===== src/rtl/soc_pkg.sv =====
// Shared SoC definitions: UART TX drain FSM encoding and the UART register
// offsets mem_ctl decodes into push, flush, ovf_clr and status reads.
package soc_pkg;

    typedef enum logic [1:0] {
        IDLE      = 2'd0,
        LAUNCH    = 2'd1,
        WAIT_BUSY = 2'd2,
        WAIT_DONE = 2'd3
    } tx_state_e;

    typedef enum logic [3:0] {
        UART_REG_TXDATA = 4'h0,
        UART_REG_STATUS = 4'h4,
        UART_REG_FLUSH  = 4'h8,
        UART_REG_OVFCLR = 4'hC
    } uart_reg_e;

endpackage


===== src/rtl/sync_fifo.sv =====
// Circular register-array FIFO. The level counter is authoritative; full and
// empty decode from it. Flush drops everything queued and any same-cycle push.
module sync_fifo #(
    parameter int DEPTH  = 16,
    parameter int WIDTH  = 8,
    parameter int ADDR_W = $clog2(DEPTH)
) (
    input  logic              clk,
    input  logic              rst_n,
    input  logic              push,
    input  logic [WIDTH-1:0]  push_data,
    input  logic              pop,
    input  logic              flush,
    output logic [WIDTH-1:0]  rd_data,
    output logic [ADDR_W:0]   level,
    output logic              full,
    output logic              empty
);

    logic [WIDTH-1:0]  r_mem [DEPTH];
    logic [ADDR_W-1:0] r_wr_ptr;
    logic [ADDR_W-1:0] r_rd_ptr;
    logic [ADDR_W:0]   r_level;
    logic              w_wr_en;
    logic              w_rd_en;

    assign full    = (r_level == (ADDR_W+1)'(DEPTH));
    assign empty   = (r_level == '0);
    assign level   = r_level;
    assign rd_data = r_mem[r_rd_ptr];

    // A pop in the same cycle frees a slot, so a push into a full FIFO still lands.
    assign w_rd_en = pop && !empty && !flush;
    assign w_wr_en = push && !flush && (!full || w_rd_en);

    always_ff @(posedge clk) begin
        if (w_wr_en) begin
            r_mem[r_wr_ptr] <= push_data;
        end
    end

    always_ff @(posedge clk or negedge rst_n) begin
        if (!rst_n) begin
            r_wr_ptr <= '0;
            r_rd_ptr <= '0;
            r_level  <= '0;
        end else if (flush) begin
            r_rd_ptr <= r_wr_ptr;
            r_level  <= '0;
        end else begin
            if (w_wr_en) begin
                r_wr_ptr <= r_wr_ptr + 1'b1;
            end
            if (w_rd_en) begin
                r_rd_ptr <= r_rd_ptr + 1'b1;
            end
            case ({w_wr_en, w_rd_en})
                2'b10:   r_level <= r_level + 1'b1;
                2'b01:   r_level <= r_level - 1'b1;
                default: r_level <= r_level;
            endcase
        end
    end

endmodule


===== src/rtl/uart_tx_fifo.sv =====
// Buffered UART TX front-end: queues CPU byte writes and drains them one at a
// time to the serializer. Handshake: uart_tx_en is a one-cycle launch with uart_tx_data; uart_tx_busy high means the serializer took it.
module uart_tx_fifo
    import soc_pkg::*;
#(
    parameter int DEPTH        = 16,
    parameter int ADDR_W       = 4,
    parameter int BUSY_TIMEOUT = 4
) (
    input  logic            clk,
    input  logic            rst_n,
    input  logic            push,
    input  logic [7:0]      push_data,
    input  logic            flush,
    input  logic            ovf_clr,
    output logic            full,
    output logic            empty,
    output logic [ADDR_W:0] level,
    output logic            overflow,
    output logic            tx_idle,
    output logic            uart_tx_en,
    output logic [7:0]      uart_tx_data,
    input  logic            uart_tx_busy,
    output tx_state_e       dbg_state
);

    localparam int TMR_W = $clog2(BUSY_TIMEOUT + 1);

    tx_state_e        r_state;
    logic             r_tx_en;
    logic [7:0]       r_tx_data;
    logic [TMR_W-1:0] r_timer;
    logic             r_overflow;
    logic             w_pop;
    logic             w_ovf_event;
    logic [7:0]       w_rd_data;

    sync_fifo #(
        .DEPTH  (DEPTH),
        .WIDTH  (8),
        .ADDR_W (ADDR_W)
    ) u_fifo (
        .clk       (clk),
        .rst_n     (rst_n),
        .push      (push),
        .push_data (push_data),
        .pop       (w_pop),
        .flush     (flush),
        .rd_data   (w_rd_data),
        .level     (level),
        .full      (full),
        .empty     (empty)
    );

    assign w_pop       = (r_state == IDLE) && !empty && !uart_tx_busy && !flush;
    assign w_ovf_event = push && !flush && full && !w_pop;

    assign tx_idle      = empty && (r_state == IDLE);
    assign uart_tx_en   = r_tx_en;
    assign uart_tx_data = r_tx_data;
    assign overflow     = r_overflow;
    assign dbg_state    = r_state;

    always_ff @(posedge clk or negedge rst_n) begin
        if (!rst_n) begin
            r_state   <= IDLE;
            r_tx_en   <= 1'b0;
            r_tx_data <= 8'h00;
            r_timer   <= '0;
        end else begin
            case (r_state)
                IDLE: begin
                    if (w_pop) begin
                        r_tx_data <= w_rd_data;
                        r_tx_en   <= 1'b1;
                        r_state   <= LAUNCH;
                    end
                end
                LAUNCH: begin
                    r_tx_en <= 1'b0;
                    r_timer <= TMR_W'(BUSY_TIMEOUT);
                    r_state <= WAIT_BUSY;
                end
                WAIT_BUSY: begin
                    // A serializer that never raises busy is assumed to have taken the byte.
                    if (uart_tx_busy) begin
                        r_state <= WAIT_DONE;
                    end else begin
                        r_timer <= r_timer - 1'b1;
                        if (r_timer <= TMR_W'(1)) begin
                            r_state <= IDLE;
                        end
                    end
                end
                WAIT_DONE: begin
                    if (!uart_tx_busy) begin
                        r_state <= IDLE;
                    end
                end
                default: r_state <= IDLE;
            endcase
        end
    end

    always_ff @(posedge clk or negedge rst_n) begin
        if (!rst_n) begin
            r_overflow <= 1'b0;
        end else if (w_ovf_event) begin
            r_overflow <= 1'b1;
        end else if (ovf_clr) begin
            r_overflow <= 1'b0;
        end
    end

endmodule


===== config.mk =====
export PLATFORM = sky130hd
export DESIGN_NAME = uart_tx_fifo
export DESIGN_NICKNAME = d
export VERILOG_FILES = /design/src/rtl/soc_pkg.sv /design/src/rtl/sync_fifo.sv /design/src/rtl/uart_tx_fifo.sv
export SDC_FILE = /design/constraint.sdc
export NUM_CORES = 1
export LEC_CHECK = 0
export CAP_MARGIN = 25
export CORE_UTILIZATION = 59
export CTS_BUF_LIST = sky130_fd_sc_hd__clkbuf_4 sky130_fd_sc_hd__clkbuf_8 sky130_fd_sc_hd__clkbuf_16
export CTS_CLUSTER_DIAMETER = 50
export DETAILED_ROUTE_END_ITERATION = 8
export PLACE_DENSITY = 0.86
export SETUP_SLACK_MARGIN = 0.4
export SLEW_MARGIN = 15
export SYNTH_ARGS = -nofsm -noshare
export SYNTH_HDL_FRONTEND = slang
export SYNTH_SLANG_ARGS = --single-unit
export TNS_END_PERCENT = 100

===== constraint.sdc =====
create_clock -name clk -period 3.6 [get_ports clk]
set_input_delay 0.72 -clock clk [delete_from_list [all_inputs] [get_ports clk]]
set_output_delay 0.72 -clock clk [all_outputs]
set_load 0.01 [all_outputs]

==> impl_metrics.ini <==
[synthesis]
yosys_register_bits = 156
synth.yosys.warnings = 0
synth_flop_cell = edfxtp_1
post_synth_mux_area_share_pct = 14.40
synth_area_leaders = edfxtp_1, mux4_2, dfrtp_1
synthMostInstantiatedCell = edfxtp_1
synth_top_family_by_area = multiplexers
synthArstFlopShare_pct = 17.95
avgSynthCellArea_um2 = 17.61
netlist_area_um2 = 6534
yosys.area.top_type = edfxtp_1
yosys.area_share.simple_pct = 4.921
synth_edf_count = 128
yosys.cell_types.count = 50
yosys.area_share.adder_pct = 2.221
synth_top_area_share_pct = 58.83
synth_compound_area_share_pct = 5.898
synthTopCellsByCount = edfxtp_1, mux4_2, dfrtp_1
netlist_instances = 371
ys_seq_area_share_pct = 69.55
synth_xor_area_share_pct = 0.8043
syn_nets = 396

[timing]
slew_violations = 0
fin_crit_sh_pct = 85.16
final-setup-viol-count = 0
fin_crit_ns = 3.066
final_hold_viol_count = 0
tightest_slew_ns = 0.9208
fmax_ghz = 0.3262
max_slew_margin_pct = 38.61
tns_ns = 0
skew_ns = 0.008876
rsz0062_at_grt = no

[final_layout]
drive_gt1_share_pct = 26.52
fin_util_pct = 72.15
nets = 458
antenna_cells = 0
syn2layout_area_growth_pct = 19.19

[grt]
grt_pass1_vias = 3836
grt_max_degree = 34
grt_use_total_pct = 25.53
overflow = 0
grt_first_pass_wirelength_mm = 20.67
antenna_found_initial = 0

[floorplanning]
core_um2 = 10790
die_y_um = 107.2
rows = 38
start_util_pct = 60.54
die_w_um = 107.2
ioPinCount = 34
die_area_um2 = 11500

[cts]
cts_hold_buffers = 0
path_clk_slew_ns = 0.06
cts_buffer_depth = 2
clock_latency_ns = 0.54
cts_made_buffers = 17
cts_root_buf = clkbuf_8
htree_levels = 4
cts_tree = done
cts.sinks = 156

[drt]
viasPerCell = 6.115
totalWireLength_mm = 12.96
wire_per_inst_um = 22.15
first_pass_iters = 4
vias = 3577
drcViolationCount = 0
first_iter_violations = 294
ant_nets = 0

[place]
hpwl_mm = 8.303
globalplace.congestion = 0.7919
portBuffers = 33

[min_path]
hp-class = flip-flop to flip-flop

[pwr]
seqPwrFrac_pct = 42.3
p_per_area_nw_per_um2 = 759.9
clkPwrFrac_pct = 30.5
combPwrFrac_pct = 27.2
switching_share_pct = 29.45
p_leak_nw = 2.708
ir_drop_uv = 669.4
p_sw_mw = 1.743
internal_power_mw = 4.175

[setup_path]
slowest_stage = or4_4
crit_fanout = 7
worstSetupEndpointType = primary output
worstSetupPathType = flip-flop to primary output
slowest_delay_ns = 0.59
path_cells = or4_4 > nor4_2 > clkdlybuf4s50_1
crit_path_start_kind = flip-flop
cp_data_required_time_ns = 2.88
cp.arrival_ns = 2.35

[outcome]
status = finished, final reports clean

[job]
maxCapViolCount = 0
flip-flops by register name, summed over array words and instances (netlist names), 2 cells and up:
name             count
dbg_state            2
r_timer              3
u_fifo.level         5
u_fifo.r_mem       128
u_fifo.r_rd_ptr      4
u_fifo.r_wr_ptr      4
uart_tx_data         8
cells by family after synthesis:
group                    Yosys count
flip-flops                       156
AND/OR/NAND/NOR                   61
AO/OA/AOI/OAI                     53
multiplexers                      51
buffers and inverters             33
adder cells (fa/ha/maj)           11
XOR/XNOR                           6
placed cells by master, fill, tap and decap left out, types with 4 or more instances in the layout:
| cell | instances |
|---|---|
| nor3_1 | 5 |
| edfxtp_1 | 128 |
| clkinvlp_4 | 4 |
| mux2i_1 | 6 |
| bufinv_16 | 4 |
| a21oi_1 | 12 |
| clkdlybuf4s50_1 | 33 |
| o22ai_1 | 15 |
| mux2_2 | 9 |
| nand2b_1 | 6 |
| nor2_1 | 20 |
| buf_4 | 30 |
| nand2_1 | 17 |
| inv_1 | 12 |
| ha_1 | 10 |
| clkbuf_16 | 16 |
| mux4_2 | 32 |
| dfrtp_1 | 27 |
final cells by class:
cell class | count | area, um^2
timing repair buffer | 63 | 555.5
fill | 643 | 3005
multi-input combinational | 182 | 1856
sequential | 156 | 4546
inverter | 13 | 53.80
tap | 140 | 175.2
clock buffer | 19 | 429.2
clock inverter | 12 | 172.7
repair_timing:
action | in CTS | in global routing
endpoints found under the setup margin | 3 | 1
pin swaps | 0 | 1
endpoints found under the hold margin | 0 | 0
gates resized for setup | 1 | 1
buffers inserted | 0 | 1
stage by stage:
stage / total power [mW] / cell area [um^2] / hold WS, ns / cells / setup slack [ns]
2_1_floorplan: 3.533 / 6534 / 0.4244 / 371 / 0.6596
3_3_place_gp: 4.027 / 7168 / 0.4763 / 553 / 0.3723
3_5_place_dp: 4.095 / 7168 / 0.4909 / 553 / 0.2708
4_1_cts: 5.935 / 7774 / 0.5047 / 584 / 0.4355
5_1_grt: 6.170 / 7787 / 0.5235 / 585 / 0.4806
6_report: 5.918 / 7787 / 0.4975 / 585 / 0.5344
layer usage:
metal | up-vias | wire, um | track usage, %
met2 | 151 | 6688 | 42.76
met1 | 1800 | 5093 | 31.61
met4 | 0 | 435 | 12.92
met3 | 41 | 739 | 5.471
met5 | - | 0 | 0
li1 | 1585 | - | -
power by group through the flow:
stage | sequential (mW) | combinational, mW | clock, mW
after floorplan | 2.35 | 1.18 | 0
after global placement | 2.50 | 1.52 | 0
after detailed placement | 2.52 | 1.57 | 0
after CTS | 2.50 | 1.61 | 1.83
after global routing | 2.54 | 1.74 | 1.89
final | 2.50 | 1.61 | 1.81
path summary, 6_finish.rpt:
check,end,startpoint,slack [ns],cells past startpoint
min in group asynchronous,u_fifo.level[2]$_DFFE_PN0P_,rst_n,0.62,1
min,uart_tx_data[1]$_DFFE_PN0P_,uart_tx_data[1]$_DFFE_PN0P_,0.50,2
max in group asynchronous,u_fifo.r_rd_ptr[1]$_DFFE_PN0P_,rst_n,2.28,2
max reg2reg,u_fifo.level[4]$_DFFE_PN0P_,dbg_state[0]$_DFFE_PN0P_,0.77,8
max,tx_idle,u_fifo.level[0]$_DFFE_PN0P_,0.53,3
min reg2reg,uart_tx_data[1]$_DFFE_PN0P_,uart_tx_data[1]$_DFFE_PN0P_,0.50,2
critical path, delay by kind of cell, from the launching register on:
family        cells  cell delay, ns
buf+inv           1            0.58
flops             1            0.48
simple gates      2            0.76
(Power assumes the default switching activity.)
